<file path="src/rtl/seq_pattern_gen_if.sv">
// Load handshake and serial output bundle for seq_pattern_gen.
// Handshake: a load is accepted on a rising edge where load_valid && load_ready; the requester holds load_valid and its payload until then.
interface seq_pattern_gen_if #(
  parameter int WIDTH = 4,
  parameter int CNT_W = 4
);
  logic             load_valid;
  logic             load_ready;
  logic [WIDTH-1:0] pattern;
  logic [CNT_W-1:0] repeat_cnt;
  logic             abort;
  logic             x;
  logic             x_valid;
  logic             busy;
  logic             done;

  modport master (
    output load_valid, pattern, repeat_cnt, abort,
    input  load_ready, x, x_valid, busy, done
  );

  modport slave (
    input  load_valid, pattern, repeat_cnt, abort,
    output load_ready, x, x_valid, busy, done
  );
endinterface

</file>
<file path="src/rtl/seq_pattern_gen.sv">
// Serial pattern transmitter: shifts a latched WIDTH-bit pattern out MSB-first for repeat_cnt+1
// back-to-back passes, flagging valid bits and pulsing done once after the final bit.
module seq_pattern_gen #(
  parameter int WIDTH = 4,
  parameter int CNT_W = 4
) (
  input  logic clk,
  input  logic rst_n,
  seq_pattern_gen_if.slave bus
);
  localparam int BW = (WIDTH > 1) ? $clog2(WIDTH) : 1;
  localparam logic [BW-1:0] LAST_IDX = BW'(WIDTH - 1);

  typedef enum logic {IDLE = 1'b0, SHIFT = 1'b1} state_e;

  state_e           state_q, state_d;
  logic [WIDTH-1:0] shreg_q, shreg_d;
  logic [WIDTH-1:0] pat_q,   pat_d;
  logic [BW-1:0]    bit_cnt_q, bit_cnt_d;
  logic [CNT_W-1:0] pass_q,  pass_d;
  logic             x_q, x_d;
  logic             x_valid_q, x_valid_d;
  logic             done_q, done_d;
  logic             accept;

  assign bus.load_ready = (state_q == IDLE) && !bus.abort;
  assign accept         = bus.load_valid && bus.load_ready;
  assign bus.busy       = (state_q == SHIFT);
  assign bus.x          = x_q;
  assign bus.x_valid    = x_valid_q;
  assign bus.done       = done_q;

  always_comb begin
    state_d   = state_q;
    shreg_d   = shreg_q;
    pat_d     = pat_q;
    bit_cnt_d = bit_cnt_q;
    pass_d    = pass_q;
    x_d       = x_q;
    x_valid_d = x_valid_q;
    done_d    = 1'b0;
    case (state_q)
      IDLE: begin
        x_d       = 1'b0;
        x_valid_d = 1'b0;
        if (accept) begin
          // The MSB goes straight to x so the first bit appears the cycle after acceptance.
          state_d   = SHIFT;
          shreg_d   = bus.pattern;
          pat_d     = bus.pattern;
          pass_d    = bus.repeat_cnt;
          bit_cnt_d = LAST_IDX;
          x_d       = bus.pattern[WIDTH-1];
          x_valid_d = 1'b1;
        end
      end
      SHIFT: begin
        if (bus.abort) begin
          state_d   = IDLE;
          shreg_d   = '0;
          pat_d     = '0;
          bit_cnt_d = '0;
          pass_d    = '0;
          x_d       = 1'b0;
          x_valid_d = 1'b0;
        end else if (bit_cnt_q != '0) begin
          shreg_d   = shreg_q << 1;
          x_d       = shreg_q[WIDTH-2];
          bit_cnt_d = bit_cnt_q - 1'b1;
        end else if (pass_q != '0) begin
          shreg_d   = pat_q;
          pass_d    = pass_q - 1'b1;
          bit_cnt_d = LAST_IDX;
          x_d       = pat_q[WIDTH-1];
        end else begin
          state_d   = IDLE;
          x_d       = 1'b0;
          x_valid_d = 1'b0;
          done_d    = 1'b1;
        end
      end
      default: begin
        state_d   = IDLE;
        x_d       = 1'b0;
        x_valid_d = 1'b0;
      end
    endcase
  end

  always_ff @(posedge clk or negedge rst_n) begin
    if (!rst_n) begin
      state_q   <= IDLE;
      shreg_q   <= '0;
      pat_q     <= '0;
      bit_cnt_q <= '0;
      pass_q    <= '0;
      x_q       <= 1'b0;
      x_valid_q <= 1'b0;
      done_q    <= 1'b0;
    end else begin
      state_q   <= state_d;
      shreg_q   <= shreg_d;
      pat_q     <= pat_d;
      bit_cnt_q <= bit_cnt_d;
      pass_q    <= pass_d;
      x_q       <= x_d;
      x_valid_q <= x_valid_d;
      done_q    <= done_d;
    end
  end
endmodule

</file>
<file path="src/flat_wrapper.sv">
// flat-port wrapper written by rule: the top's interface ports become plain ports
module seq_pattern_gen_flat 
#(
  parameter int WIDTH = 4,
  parameter int CNT_W = 4
)
  (clk, rst_n, bus_load_valid, bus_pattern, bus_repeat_cnt, bus_abort, bus_load_ready, bus_x, bus_x_valid, bus_busy, bus_done);
  seq_pattern_gen_if #(.WIDTH(WIDTH), .CNT_W(CNT_W)) bus_i ();
  input  logic clk;
  input  logic rst_n;
  input wire logic [$bits(bus_i.load_valid)-1:0] bus_load_valid;
  input wire logic [$bits(bus_i.pattern)-1:0] bus_pattern;
  input wire logic [$bits(bus_i.repeat_cnt)-1:0] bus_repeat_cnt;
  input wire logic [$bits(bus_i.abort)-1:0] bus_abort;
  output wire logic [$bits(bus_i.load_ready)-1:0] bus_load_ready;
  output wire logic [$bits(bus_i.x)-1:0] bus_x;
  output wire logic [$bits(bus_i.x_valid)-1:0] bus_x_valid;
  output wire logic [$bits(bus_i.busy)-1:0] bus_busy;
  output wire logic [$bits(bus_i.done)-1:0] bus_done;
  assign bus_i.load_valid = bus_load_valid;
  assign bus_i.pattern = bus_pattern;
  assign bus_i.repeat_cnt = bus_repeat_cnt;
  assign bus_i.abort = bus_abort;
  assign bus_load_ready = bus_i.load_ready;
  assign bus_x = bus_i.x;
  assign bus_x_valid = bus_i.x_valid;
  assign bus_busy = bus_i.busy;
  assign bus_done = bus_i.done;
  seq_pattern_gen #(.WIDTH(WIDTH), .CNT_W(CNT_W)) u_core (.clk(clk), .rst_n(rst_n), .bus(bus_i));
endmodule
</file>
<file path="config.mk">
export PLATFORM = sky130hd
export DESIGN_NAME = seq_pattern_gen_flat
export DESIGN_NICKNAME = d
export VERILOG_FILES = /design/src/rtl/seq_pattern_gen_if.sv /design/src/rtl/seq_pattern_gen.sv /design/src/flat_wrapper.sv
export SDC_FILE = /design/constraint.sdc
export NUM_CORES = 1
export LEC_CHECK = 0
export ABC_AREA = 0
export CAP_MARGIN = 20
export CELL_PAD_IN_SITES_DETAIL_PLACEMENT = 1
export CELL_PAD_IN_SITES_GLOBAL_PLACEMENT = 1
export CORE_MARGIN = 5
export CORE_UTILIZATION = 29
export CTS_CLUSTER_DIAMETER = 50
export CTS_CLUSTER_SIZE = 8
export DETAILED_ROUTE_END_ITERATION = 8
export GPL_ROUTABILITY_DRIVEN = 0
export HOLD_SLACK_MARGIN = 0.06
export PLACE_DENSITY_LB_ADDON = 0.1
export SETUP_SLACK_MARGIN = 0.05
export SLEW_MARGIN = 25
export SYNTH_ARGS = -nofsm -noshare
export SYNTH_HDL_FRONTEND = slang
export SYNTH_SLANG_ARGS = --single-unit
</file>
<file path="constraint.sdc">
create_clock -name clk -period 1.7 [get_ports clk]
set_input_delay 0.34 -clock clk [delete_from_list [all_inputs] [get_ports clk]]
set_output_delay 0.34 -clock clk [all_outputs]
set_load 0.05 [all_outputs]
</file>
* Yosys cells after proc, flatten, opt, wreduce, memory -nomap -nowiden
Index checks and enable logic that the tools add are counted.
Word-level totals: register bits 17, input bits 12, output and inout bits 5, logic and storage cells 61
Operators by class: $add $sub $neg 2, eq/ne operators 6, multiplexer cells 35, bitwise gates (word level) 1, reduce and logical (&&, ||, !) cells 9
Operators with widths (number):
- 2-to-1 mux 4 bit | 6
- one-hot mux 4 bit (2 select lines) | 2
- 2-to-1 mux 1 bit | 15
- 2-to-1 mux 3 bit | 3
- != test 3 bit, second input constant | 3
- 2-to-1 mux 2 bit | 4
- one-hot mux 1 bit (2 select lines) | 3
- one-hot mux 3 bit (2 select lines) | 1
- AND reduction 2 bit | 3
- != test 4 bit, second input constant | 1
- one-hot mux 2 bit (2 select lines) | 1
- nonzero test 4 bit | 1
- subtractor 4 x 1 -> 4 bit, second input constant | 1
- AND reduction 3 bit | 1
- logical AND 1 bit | 2
- != test 2 x 1 -> 1 bit, second input constant | 1
- != test 2 bit, second input constant | 1
- nonzero test 2 bit | 1
- subtractor 2 x 1 -> 2 bit, second input constant | 1
- logical NOT 1 bit | 1
- inverter 1 bit | 1

* Depth between registers and ports, before layout
depth after elaboration 5, gate-level depth with buffers 7, mapped depth without buffers 6

* Worst setup path before layout
No wires, ideal clock.
path kind register -> register, start point register u_core.state_q (netlist: u_core.bus.busy), end point register u_core.pass_q[0], setup time 0.083 ns, arrival 1.804 ns, data required time 1.617 ns, slack -0.187 ns, stages on the path, launching flop included 5, buffers on the path 1, clock period less this slack 1.887 ns, cell sequence dfrtp_1 -> buf_4 -> nor2_1 -> a32oi_1 -> o21ai_0
On the way: cells in the longest elaborated chain, start to end 5, elaborated cells on any way between the ends 8, classes of those cells eq/ne: 3; mux: 1; bitwise: 1; reduce/logical: 3
RTL lines:
- start, declared | RTL line seq_pattern_gen.sv:16 | state_e state_q, state_d;
- start signal, assigned | RTL line seq_pattern_gen.sv:101 | state_q <= state_d;
- inverter 1 bit
- logical AND 1 bit | RTL line seq_pattern_gen.sv:26 | assign bus.load_ready = (state_q == IDLE) && !bus.abort;
- net bus_load_ready | RTL line flat_wrapper.sv:15 | output wire logic [$bits(bus_i.load_ready)-1:0] bus_load_ready;
- logical AND 1 bit | RTL line seq_pattern_gen.sv:27 | assign accept = bus.load_valid && bus.load_ready;
- != test 2 x 1 -> 1 bit (no source line)
- AND reduction 3 bit (no source line)
- end signal, assigned | RTL line seq_pattern_gen.sv:105 | pass_q <= pass_d;
- end, declared | RTL line seq_pattern_gen.sv:20 | logic [CNT_W-1:0] pass_q, pass_d;
The timed path passes the listed nets, and every way through them passes these cells. A chain may end at the register's enable or synchronous reset.

* Worst setup path after layout
start point input port bus_abort, end point output port bus_load_ready
On the way: cells in the longest elaborated chain, start to end 2
RTL lines:
- start, declared | RTL line flat_wrapper.sv:14 | input wire logic [$bits(bus_i.abort)-1:0] bus_abort;
- logical NOT 1 bit | RTL line seq_pattern_gen.sv:26
- logical AND 1 bit | RTL line seq_pattern_gen.sv:26
- end, declared | RTL line flat_wrapper.sv:15
No other way between the ends.

==> reports/summary.txt <==
relative slew slack: 71.4%
critical path capture point type: primary output
first-pass GRT wire length: 4150 um
max-slew violation count: 0
maximum buffer depth of the clock tree: 2
Psw: 447 uW
Worst-Margin Slew: 0.429 ns
Power Dens Cells: 957 nW/um^2
fillers: 383
synth warn: 0
Avg Cell Area, Syn: 9.73 um^2
post-synth cell types: 33
cell count after synthesis: 100
CP Launch Type: input port
Critical-path top delay cell: clkdlybuf4s50_1
Hold Fails Final Rpt: 0
Initial DRC Count: 19
clk root buf: clkbuf_4
part of the Yosys area used for sequential elements: 43.7%
Net Sw Frac: 36.2%
CTS tree: built
Clock Skews: 0.00698 ns
gr usage total: 12.5%
Max-cap violations: 0
ys flop type: dfrtp_1
WP buf/inv: 3
initial antenna violation count: 0
Die Span Y: 67.9 um
Die Footprint: 4620 um^2
min Tclk post-route: 1.60 ns
row count: 21
layout cells sized above 1: 24.2%
top cell type by total area after synthesis: dfrtp_1
Post-synth EDFFs: 0
via count: 815
commonest non-fill, non-tap cell in the layout: dfrtp_1
worst path cell trace: clkdlybuf4s50_1, buf_4, nor2_2, buf_12
final wirelength: 2580 um
clk_lat worst skew: 0.29 ns
CTS buffer count: 3
status: finished, final reports clean
WS Path Type: input port to primary output
Async SR Flop Fraction: 100%
Combinational Power Share: 37.5%
Leak: 0.539 nW
cell-internal power: 787 uW
Final ANT Viol Nets: 0
setup TNS: 0 ns
Clk pin slew, worst setup/hold paths: 0.11 ns
RSZ-0062 raised after global routing: yes
largest net degree at the start of global routing: 21
Port Buffers: 16
dpl hpwl: 1880 um
Setup violations, final: 0
largest cells by area after synthesis: dfrtp_1, nand2_1, o21ai_0
critical path's top delay family: buffers and inverters
vias in the first global route: 850
n_diodes: 0
crit-path max FO: 13
Die Span X: 67.9 um
Ports: 17
DRT Pass-1 Iters: 4
Syn Nets: 115
vias per inst: 4.79
DRC viols: 0
CP max stage delay: 0.41 ns
synthesized flop and latch total: 17
Clock Sinks: 17
grt total ovfl: 0
area grow syn2layout: 32.4%
commonest cells after routing, fill and taps aside: dfrtp_1, nand2_1, clkdlybuf4s50_1, buf_4
placed inst area: 1250 um^2
Max rail drop VDD: 320 uV
Routed WL per cell: 15.2 um
# nets final: 140
Core ar.: 3280 um^2
Hold Path Class: input port to async pin
fin crit share: 94.3%
hold buffers post-CTS: 0
signal arrival time at the worst endpoint: 1.26 ns
Yosys top cell area share: 43.7%
worst endpoint required time: 1.36 ns
Clock power frac: 18.4%
H-Tree Depth: 1
Mapped Area: 973 um^2
Max Freq: 624 MHz
Flop pwr share: 44.1%
Finished Cell Area: 1290 um^2
Initial Util: 29.6%
## layout make-up
cell class,count,area [um^2],area share [%]
repair buffers,25,253,19.6
clock buffers,3,22.5,1.75
multi-input cells,70,494,38.3
inverters,8,30.0,2.33
flip-flops and latches,17,427,33.1
clock inverters,1,5.00,0.388
well taps,46,57.6,4.47
## path summary, 6_finish.rpt
path	startpoint	cells after the start	slack, ns	end
hold / removal	rst_n	2	0.37	u_core.pass_q[3]
hold reg to reg	u_core.shreg_q[0]	2	0.49	u_core.shreg_q[0]
min in group clk	u_core.shreg_q[0]	2	0.49	u_core.shreg_q[0]
setup / recovery	bus_abort	4	0.1	bus_load_ready
max in group asynchronous	rst_n	2	1.11	u_core.bus.busy
setup reg to reg	u_core.bit_cnt_q[0]	6	0.16	u_core.pass_q[1]
## layer usage
metal	GRT usage (%)	vias to the layer above	wire length, um
li1	-	406	-
met1	16.1	397	1210
met2	20.0	10	1230
met3	2.30	2	116
met4	5.96	0	23
met5	0	-	0
## cells by family (layout without fill, tap and decap cells)
| kind of cell | after synthesis | after routing | share of synthesized area [%] |
|---|---|---|---|
| simple gates | 30 | 30 | 16.7 |
| compound gates | 34 | 34 | 26.0 |
| xor+xnor | 1 | 1 | 0.900 |
| fa+ha+maj | 3 | 3 | 3.86 |
| mux | 2 | 2 | 2.06 |
| flops | 17 | 17 | 43.7 |
| buf+inv | 13 | 37 | 6.81 |
## flip-flops by register name (all words and copies together), names as in the netlist
register / flops
u_core.pass_q: 4
u_core.bit_cnt_q: 2
u_core.bus.done: 1
u_core.shreg_q: 3
u_core.pat_q: 4
u_core.bus.busy: 1
u_core.bus.x: 1
u_core.bus.x_valid: 1
## power by group through the flow
stage | logic (mW) | registers [mW] | clock network, mW
final | 0.463 | 0.544 | 0.227
after global routing | 0.499 | 0.560 | 0.267
after CTS | 0.466 | 0.545 | 0.242
after detailed placement | 0.458 | 0.553 | 0
after global placement | 0.454 | 0.551 | 0
after floorplan | 0.292 | 0.557 | 0
## worst register-to-register path, delay by kind of cell, from the launching register on
| kind | cells | cell delay, ns |
|---|---|---|
| AOI/OAI and AO/OA | 3 | 0.61 |
| DFF | 1 | 0.40 |
| adders and majority gates | 1 | 0.26 |
| buffers and inverters | 2 | 0.18 |
## what timing repair did
item,CTS,global route
endpoints found under the setup margin,1,3
resized for setup,1,2
setup buffers,0,0
## through the flow
step	utilization, %	hold WS (ns)	instances	worst slack, ns	total power, mW
2_1_floorplan	-	0.0444	100	0.0765	0.849
3_3_place_gp	38.1	0.466	166	-0.0326	1.00
3_5_place_dp	38.1	0.473	166	-0.0401	1.01
4_1_cts	39.0	0.367	170	0.0546	1.25
5_1_grt	39.2	0.363	170	0.0211	1.33
6_report	39.2	0.366	170	0.0964	1.23
## synthesized netlist by cell type, drive strengths merged, types with 2 or more instances
cell	count
a22oi	3
mux2i	2
dfrtp	17
o21ai	9
nor2	7
o22ai	3
a32oi	2
nand2b	2
a31oi	2
nor2b	4
buf	5
o311ai	2
a21oi	8
nand3	2
nand2	13
inv	8
ha	3
(Power assumes the default switching activity.)
